--- src/rtl/hdmi_pkg.sv ---
// Shared HDMI data island packet geometry, subpacket bundle type and the serial BCH step.
package hdmi_pkg;

  localparam logic [7:0] BCH_POLY          = 8'h83;
  localparam int         PACKET_SLOTS      = 32;
  localparam int         HEADER_DATA_SLOTS = 24;
  localparam int         SUB_DATA_SLOTS    = 28;

  typedef logic [3:0][55:0] sub_t;

  // One bit of the LSB-first BCH shift register used by both header and subpacket lanes.
  function automatic logic [7:0] next_ecc(input logic [7:0] ecc, input logic b);
    logic fb;
    fb = ecc[0] ^ b;
    return (ecc >> 1) ^ (fb ? BCH_POLY : 8'h00);
  endfunction

endpackage

--- src/rtl/data_island_packet_assembler_if.sv ---
// Packet contents in from the packet picker, serialized 9-bit slots out to the TERC4 encoders.
interface data_island_packet_assembler_if
  import hdmi_pkg::*;
  ();
  logic        data_island_period;
  logic [23:0] header;
  sub_t        sub;
  logic [8:0]  packet_data;
  logic        packet_start;
  logic        packet_end;

  modport master (
    output data_island_period, header, sub,
    input  packet_data, packet_start, packet_end
  );

  modport slave (
    input  data_island_period, header, sub,
    output packet_data, packet_start, packet_end
  );
endinterface

--- src/rtl/data_island_packet_assembler_bch.sv ---
// Serial BCH parity register consuming BITS_PER_CLK bits per enabled cycle, bit 0 first.
// The new value is visible one cycle after the bits are presented.
module bch_ecc_serial
  import hdmi_pkg::*;
#(
  parameter int BITS_PER_CLK = 1
) (
  input  logic                    clk,
  input  logic                    reset,
  input  logic                    clear,
  input  logic                    enable,
  input  logic [BITS_PER_CLK-1:0] data,
  output logic [7:0]              ecc
);

  logic [7:0] ecc_next;

  // clear together with enable restarts the code word from a zero seed with this cycle's bits
  always_comb begin
    ecc_next = clear ? 8'h00 : ecc;
    for (int k = 0; k < BITS_PER_CLK; k++) begin
      ecc_next = next_ecc(ecc_next, data[k]);
    end
  end

  always_ff @(posedge clk or posedge reset) begin
    if (reset) begin
      ecc <= 8'h00;
    end else if (enable) begin
      ecc <= ecc_next;
    end else if (clear) begin
      ecc <= 8'h00;
    end
  end

endmodule

--- src/rtl/data_island_packet_assembler.sv ---
// Serializes a 24-bit header plus four 56-bit subpackets with BCH parity over 32 slots.
// One cycle from the slot-0 inputs to slot-0 output; all outputs registered.
module data_island_packet_assembler
  import hdmi_pkg::*;
(
  input logic                          clk_pixel,
  input logic                          reset,
  data_island_packet_assembler_if.slave bus
);

  logic [4:0]       slot;
  logic [23:0]      hdr_sh;
  sub_t             sub_sh;
  logic [23:0]      hdr_cur;
  sub_t             sub_cur;
  logic [7:0]       ecc_hdr;
  logic [3:0][7:0]  ecc_sub;
  logic [8:0]       pd_next;
  logic [5:0]       pair_idx;
  logic [2:0]       par_idx;
  logic             first;
  logic             hdr_data_slot;
  logic             sub_data_slot;
  logic             ecc_clear;
  logic             hdr_en;
  logic             sub_en;

  assign first         = (slot == 5'd0);
  assign hdr_data_slot = (slot < 5'(HEADER_DATA_SLOTS));
  assign sub_data_slot = (slot < 5'(SUB_DATA_SLOTS));
  assign pair_idx      = {slot, 1'b0};
  assign par_idx       = {slot[1:0], 1'b0};
  assign ecc_clear     = !bus.data_island_period || first;
  assign hdr_en        = bus.data_island_period && hdr_data_slot;
  assign sub_en        = bus.data_island_period && sub_data_slot;

  // Slot 0 works from the live inputs so no extra capture cycle is needed
  always_comb begin
    hdr_cur = first ? bus.header : hdr_sh;
    sub_cur = first ? bus.sub    : sub_sh;
    pd_next = '0;
    pd_next[0] = hdr_data_slot ? hdr_cur[slot] : ecc_hdr[slot[2:0]];
    for (int i = 0; i < 4; i++) begin
      pd_next[2*i+1 +: 2] = sub_data_slot ? sub_cur[i][pair_idx +: 2] : ecc_sub[i][par_idx +: 2];
    end
  end

  bch_ecc_serial #(.BITS_PER_CLK(1)) u_ecc_hdr (
    .clk    (clk_pixel),
    .reset  (reset),
    .clear  (ecc_clear),
    .enable (hdr_en),
    .data   (hdr_cur[slot]),
    .ecc    (ecc_hdr)
  );

  for (genvar g = 0; g < 4; g++) begin : g_sub_ecc
    bch_ecc_serial #(.BITS_PER_CLK(2)) u_ecc_sub (
      .clk    (clk_pixel),
      .reset  (reset),
      .clear  (ecc_clear),
      .enable (sub_en),
      .data   (sub_cur[g][pair_idx +: 2]),
      .ecc    (ecc_sub[g])
    );
  end

  always_ff @(posedge clk_pixel or posedge reset) begin
    if (reset) begin
      slot             <= 5'd0;
      hdr_sh           <= '0;
      sub_sh           <= '0;
      bus.packet_data  <= 9'h000;
      bus.packet_start <= 1'b0;
      bus.packet_end   <= 1'b0;
    end else if (!bus.data_island_period) begin
      slot             <= 5'd0;
      bus.packet_data  <= 9'h000;
      bus.packet_start <= 1'b0;
      bus.packet_end   <= 1'b0;
    end else begin
      slot             <= slot + 5'd1;
      bus.packet_data  <= pd_next;
      bus.packet_start <= first;
      bus.packet_end   <= (slot == 5'(PACKET_SLOTS - 1));
      if (first) begin
        hdr_sh <= bus.header;
        sub_sh <= bus.sub;
      end
    end
  end

endmodule

--- src/flat_wrapper.sv ---
// flat-port wrapper written by rule: the top's interface ports become plain ports
module data_island_packet_assembler_flat import hdmi_pkg::*;
  (clk_pixel, reset, bus_data_island_period, bus_header, bus_sub, bus_packet_data, bus_packet_start, bus_packet_end);
  data_island_packet_assembler_if bus_i ();
  input logic clk_pixel;
  input logic reset;
  input wire logic [$bits(bus_i.data_island_period)-1:0] bus_data_island_period;
  input wire logic [$bits(bus_i.header)-1:0] bus_header;
  input wire logic [$bits(bus_i.sub)-1:0] bus_sub;
  output wire logic [$bits(bus_i.packet_data)-1:0] bus_packet_data;
  output wire logic [$bits(bus_i.packet_start)-1:0] bus_packet_start;
  output wire logic [$bits(bus_i.packet_end)-1:0] bus_packet_end;
  assign bus_i.data_island_period = bus_data_island_period;
  assign bus_i.header = bus_header;
  assign bus_i.sub = bus_sub;
  assign bus_packet_data = bus_i.packet_data;
  assign bus_packet_start = bus_i.packet_start;
  assign bus_packet_end = bus_i.packet_end;
  data_island_packet_assembler u_core (.clk_pixel(clk_pixel), .reset(reset), .bus(bus_i));
endmodule
--- config.mk ---
export PLATFORM = sky130hd
export DESIGN_NAME = data_island_packet_assembler_flat
export DESIGN_NICKNAME = d
export VERILOG_FILES = /design/src/rtl/hdmi_pkg.sv /design/src/rtl/data_island_packet_assembler_if.sv /design/src/rtl/data_island_packet_assembler_bch.sv /design/src/rtl/data_island_packet_assembler.sv /design/src/flat_wrapper.sv
export SDC_FILE = /design/constraint.sdc
export NUM_CORES = 1
export LEC_CHECK = 0
export ABC_CLOCK_PERIOD_IN_PS = 24100
export CORE_MARGIN = 2
export CORE_UTILIZATION = 50
export CTS_BUF_LIST = sky130_fd_sc_hd__clkbuf_8 sky130_fd_sc_hd__clkbuf_16
export DETAILED_ROUTE_END_ITERATION = 6
export PLACE_DENSITY = 0.75
export SYNTH_ARGS = -nofsm -noshare
export SYNTH_HDL_FRONTEND = slang
export SYNTH_HIERARCHICAL = 1
export SYNTH_SLANG_ARGS = --single-unit
--- constraint.sdc ---
create_clock -name clk_pixel -period 24.1 [get_ports clk_pixel]
set_input_delay 6.025 -clock clk_pixel [delete_from_list [all_inputs] [get_ports clk_pixel]]
set_output_delay 6.025 -clock clk_pixel [all_outputs]
set_load 0.02 [all_outputs]
Yosys cells after proc, flatten, opt, wreduce, memory -nomap -nowiden

Index checks and enable logic that the tools add are counted.

Bits in registers: 304
Input bits: 251
Output and inout bits: 11
Word-level logic and storage cells: 85

Add/sub/neg operators: 1
$lt $le $gt $ge: 4
Eq/ne operators: 1
Shift-type cells: 8
Muxes and demuxes: 34
Bitwise operators: 18
Reduce and logical (&&, ||, !) cells: 5

Operators with widths:

| operator            | number |
|---|---|
| $mux 224            | 1 |
| $shiftx 56x7->2     | 4 |
| $mux 8              | 19 |
| $xor 7x8->8         | 9 |
| $shiftx 8x4->2      | 4 |
| $mux 24             | 1 |
| $lt 5x5->1 const B  | 2 |
| $mux 9              | 1 |
| $xor 1x1->1         | 9 |
| $mux 2              | 4 |
| $lt 5x6->1 const B  | 1 |
| $add 5x1->5 const B | 1 |
| $bmux 1 s5          | 1 |
| $eq 5x5->1 const B  | 1 |
| $logic_not 5->1     | 1 |
| $mux 1              | 5 |
| $mux 5              | 1 |
| $lt 3x4->1 const B  | 1 |
| $bmux 1 s3          | 1 |
| $logic_and 1x1->1   | 2 |
| $logic_not 1->1     | 1 |
| $logic_or 1x1->1    | 1 |

Depth between registers and ports, before layout

Depth after elaboration: 10
Depth in mapped cells: 18

Cells and area by module

The synthesis kept the hierarchy.

Modules (own cells, without submodules):

| module                                              | times used | cells an instance | area each (µm²) | sequential area each (µm²) |
|---|---|---|---|---|
| data_island_packet_assembler                        | 1          | 1,223             | 13,875.8        | 6,606.3 |
| bch_ecc_serial at u_core.g_sub_ecc[0].u_ecc_sub ... | 4          | 44                | 446.7           | 200.2 |
| bch_ecc_serial at u_core.u_ecc_hdr                  | 1          | 39                | 394.1           | 200.2 |

Worst setup path before layout

No wires, ideal clock.

Path kind: input port to flip-flop
From: input port bus_sub[135]
To: register u_core.g_sub_ecc[2].u_ecc_sub.ecc[1]
Library setup time: 0.128 ns
Arrival time: 7.922 ns
Required time: 23.972 ns
Setup slack: 16.049 ns
Stages on the path: 9
Cells stage by stage: mux4_2 -> a311o_1 -> a31oi_1 -> a2111o_1 -> a21oi_1 -> xor2_2 -> mux2_4 -> a22oi_2 -> o21ai_2

Longest elaborated chain between the ends: 6

RTL lines:

| item                 | line                                   | RTL |
|---|---|---|
| start, declared      | flat_wrapper.sv:9                      | `input wire logic [$bits(bus_i.sub)-1:0] bus_sub;` |
| $mux 224             | --                                     |  |
| $shiftx 56x7->2      | data_island_packet_assembler.sv:63     | `.data (sub_cur[g][pair_idx +: 2]),` |
| $xor 1x1->1          | hdmi_pkg.sv:14                         | `fb = ecc[0] ^ b;` |
| $mux 8               | hdmi_pkg.sv:15                         | `return (ecc >> 1) ^ (fb ? BCH_POLY : 8'h00);` |
| $xor 7x8->8          | hdmi_pkg.sv:15                         |  |
| $mux 8               | data_island_packet_assembler_bch.sv:29 | `end else if (enable) begin` |
| end signal, assigned | data_island_packet_assembler_bch.sv:30 | `ecc <= ecc_next;` |
| end, declared        | data_island_packet_assembler_bch.sv:13 | `output logic [7:0] ecc` |

No other way between the ends.
A chain may end at the register's enable or synchronous reset.

==> metrics.cfg <==
[clock_network]
cts.reportedPaths.clkPinSlew_ns=0.06
cts_hold_buf=0
tritoncts=yes
max-clock-path-buffers=3
ctsResizeCount=0
cts-htree-levels=2
cts.sinks=304
clk_latency_ns=0.52
root_buffer=clkbuf_16
numCtsBuffers=34
postCtsSetupRepairBufs=0

[logic_synthesis]
synth_commonest_cells=304 x dfrtp_1, 253 x mux2_2, 207 x nand2_1
avgSynthCellArea_um2=11.2
synth.ff_latch_count=304
synth_enable_flop_cells=0
yosysSeqAreaShare_pct=47.4
async_flop_share_pct=100
synth_top_area_share_pct=47.4
synth_top_cells_by_area=dfrtp_1 47%, mux2_2 18%, mux2i_1 5.0%
yosysMostFrequentCell=dfrtp_1
yosys.cell_types.count=68
synth_flop_cell=dfrtp_1
synth-warning-count=6
mappedNetlistArea_um2=16100
postSynthCellCount=1438
synth.net_count=1692
post-synth-top-area-cell=dfrtp_1

[timing]
relSlewSlack_pct=13.4
max_slew.worst_pin.slew_ns=1.30
postLayoutSetupSlackWorst_ns=15.31
timing_hold_violations_final=0
maxSlewViolCount=0
finalWorstPathRequiredPeriod_ns=8.79
worst_setup_skew_after_layout_ns=0.0147
fmax_mhz=114
timing.final.setup_violations=0
setup_tns_ns=0
final_min_period_over_clock_period_pct=36.5
grt_setup_unrepaired=false

[routing]
wire_per_inst_um=22.6
vias_post_dr=12600
totalWireLength_um=47000
drt_pre_antenna_iters=5
drt-initial-drc-count=964
post-route-drc-count=0
via_per_inst=6.07
postRouteAntennaNets=0

[placed_design]
numPortBuffers=261
dpl.hpwl_um=31200
place.detailed.instances=2016
placed_cell_area_um2=18900
dp_worst_setup_slack_ns=14.87
rd_place_congestion=0.829

[critical_path]
cp.required_ns=24.49
critical_path.cell_chain=clkdlybuf4s50_1 > buf_4 > nand2_4 > inv_4 > buf_4 > mux2_2
crit_path_end_kind=flop
slowest_stage=buf_4
crit_type=primary input to flop
most_common_cell_type_on_the_critical_path=buf_4
critPathTopFamily=buffers and inverters
reg2regPathDepth=14
crit_path_start_kind=primary input
critical-path-max-stage-delay_ns=0.92
arrival_time_at_the_worst_endpoint_ns=9.17
regToRegEndpoint=u_core/g_sub_ecc[1].u_ecc_sub/ecc[1]$_DFF_PP0_
crit_path_max_fanout=85
rrSetupSlack_ns=18.29
worstReg2RegStart=u_core/slot[0]$_DFF_PP0_
worst-path-buf-inv=4

[power_and_ir_drop]
power.static_leakage_nw=8.28
cellPowerDensity_nw_per_um2=82.3
peakVddDrop_uv=52.8

[worst_hold_path]
min_delay_path_depth=1
min_path_type=flop to flop
hold_path_end=u_core/sub_sh[23]$_DFFE_PP0P_
holdCritStartpoint=u_core/sub_sh[23]$_DFFE_PP0P_

[outcome]
outcome=finished clean

[global_routing]
first_pass_grt_wire_length_um=72000
pin_count_of_the_biggest_net_entering_global_routing=119
grt_pass1_vias=12800
number_of_antenna_violations_at_the_first_check_in_global_routing=8
grt_util_all_layers_pct=27.9
globalRoute.totalOverflow=0

[final_layout]
layout-area-overhead-vs-synth_pct=24.7
post_route_cells_drive_above_1_share_pct=23.2
fin_cells=2079
final.fill_count=2496
num-nets-final=1904
postLayoutCellArea_um2=20000

[floorplan]
die_area_um2=33600
num_rows=65
placeableCoreArea_um2=31600
die-height_um=183
ioPinCount=262
floorplan.initialDensity_pct=50.9
die_w_um=183

[run]
drv_cap=0

[power by group]
part           internal [W]  total, W  switching (W)
Clock              0.000302  0.000507       0.000204
Combinational      0.000230  0.000443       0.000213
Sequential         0.000627  0.000697      0.0000703
Total               0.00116   0.00165       0.000487
[worst register-to-register path, cell delays in order (launching register included)]
cell and delay [ns]:
dfrtp_4 0.62, inv_1 0.35, ha_1 0.45, nor4b_4 0.26
buf_4 0.62, buf_4 0.87, mux2i_1 0.32, o22ai_1 0.13
nor4_2 0.42, nor4_1 0.09, or4_1 0.68, xor2_2 0.32
mux2_4 0.34, a22oi_2 0.15, o21ai_2 0.07
[layout make-up]
| type | count | area (um2) | share of cell area (%) |
|---|---|---|---|
| multi-input combinational | 1003 | 7910 | 39.5 |
| sequential | 304 | 7610 | 38.0 |
| timing repair buffer | 283 | 2780 | 13.9 |
| clock buffer | 46 | 1050 | 5.24 |
| tap | 402 | 503 | 2.51 |
| inverter | 24 | 100 | 0.500 |
| clock inverter | 12 | 50.0 | 0.250 |
| antenna | 5 | 12.5 | 0.0625 |
[stage by stage]
stage	total power [W]	hold WS (ns)	util, %
final	0.00165	0.499	63.4
after global routing	0.00172	0.512	63.4
after CTS	0.00165	0.499	63.4
after detailed placement	0.00114	0.485	59.9
after global placement	0.00112	0.479	59.9
after floorplan	0.000999	0.470	-
[layer usage]
layer	share of wire [%]	vias up	track usage, %
met1	42	6408	37.5
met4	2.9	6	9.54
li1	-	5618	-
met3	7.2	86	5.20
met2	48	507	45.5
met5	0.18	-	1.48
[registers in the layout, indices dropped and copies added (netlist names)]
register,count
u_core/g_sub_ecc.u_ecc_sub/ecc,32
u_core/sub_sh,224
u_core/bus.packet_start,1
u_core/bus.packet_end,1
u_core/slot,5
u_core/u_ecc_hdr/ecc,8
u_core/bus.packet_data,9
u_core/hdr_sh,24
[layout by cell type (no fill, tap or decap), types with 5 or more instances in the layout]
master	count
diode_2	5
a311oi_1	6
o2111ai_1	6
nor2b_1	9
clkbuf_16	37
inv_1	30
dfrtp_1	301
nand2_1	206
a211oi_1	8
a2bb2oi_1	5
mux2i_1	80
nor3_1	22
a31oi_1	22
mux4_2	28
clkdlybuf4s50_1	261
mux2_2	253
nor2_1	45
o21a_1	10
nand3_1	64
buf_4	22
xor2_1	5
clkbuf_8	9
a21oi_1	33
o22ai_1	6
xnor2_1	9
o21ai_0	41
o211ai_1	19
a22oi_1	9
and2_1	12
nand4_1	11
[cells by family (layout without fill, tap and decap cells)]
family | Yosys count | after routing | share of synthesized area (%)
muxes | 365 | 365 | 27.0
adders and majority gates | 3 | 3 | 0.234
xor gates and xnor gates | 18 | 18 | 1.17
other | 0 | 5 | 0
AOI/OAI and AO/OA | 214 | 214 | 9.27
buffers and inverters | 131 | 365 | 3.57
and+or+nand+nor | 403 | 403 | 11.4
DFF | 304 | 304 | 47.4
[worst max-delay path by stage]
stage	start	endpoint	slack [ns]	cells after the start
2_1_floorplan	reset	u_core/bus.packet_data[0]$_DFF_PP0_	10.81	1
3_3_place_gp	bus_data_island_period	u_core/sub_sh[126]$_DFFE_PP0P_	14.90	6
3_5_place_dp	bus_data_island_period	u_core/sub_sh[151]$_DFFE_PP0P_	14.87	6
4_1_cts	bus_data_island_period	u_core/sub_sh[131]$_DFFE_PP0P_	15.38	6
5_1_grt	bus_data_island_period	u_core/sub_sh[120]$_DFFE_PP0P_	15.21	6
6_report	bus_data_island_period	u_core/sub_sh[131]$_DFFE_PP0P_	15.31	6
(Power assumes the default switching activity.)
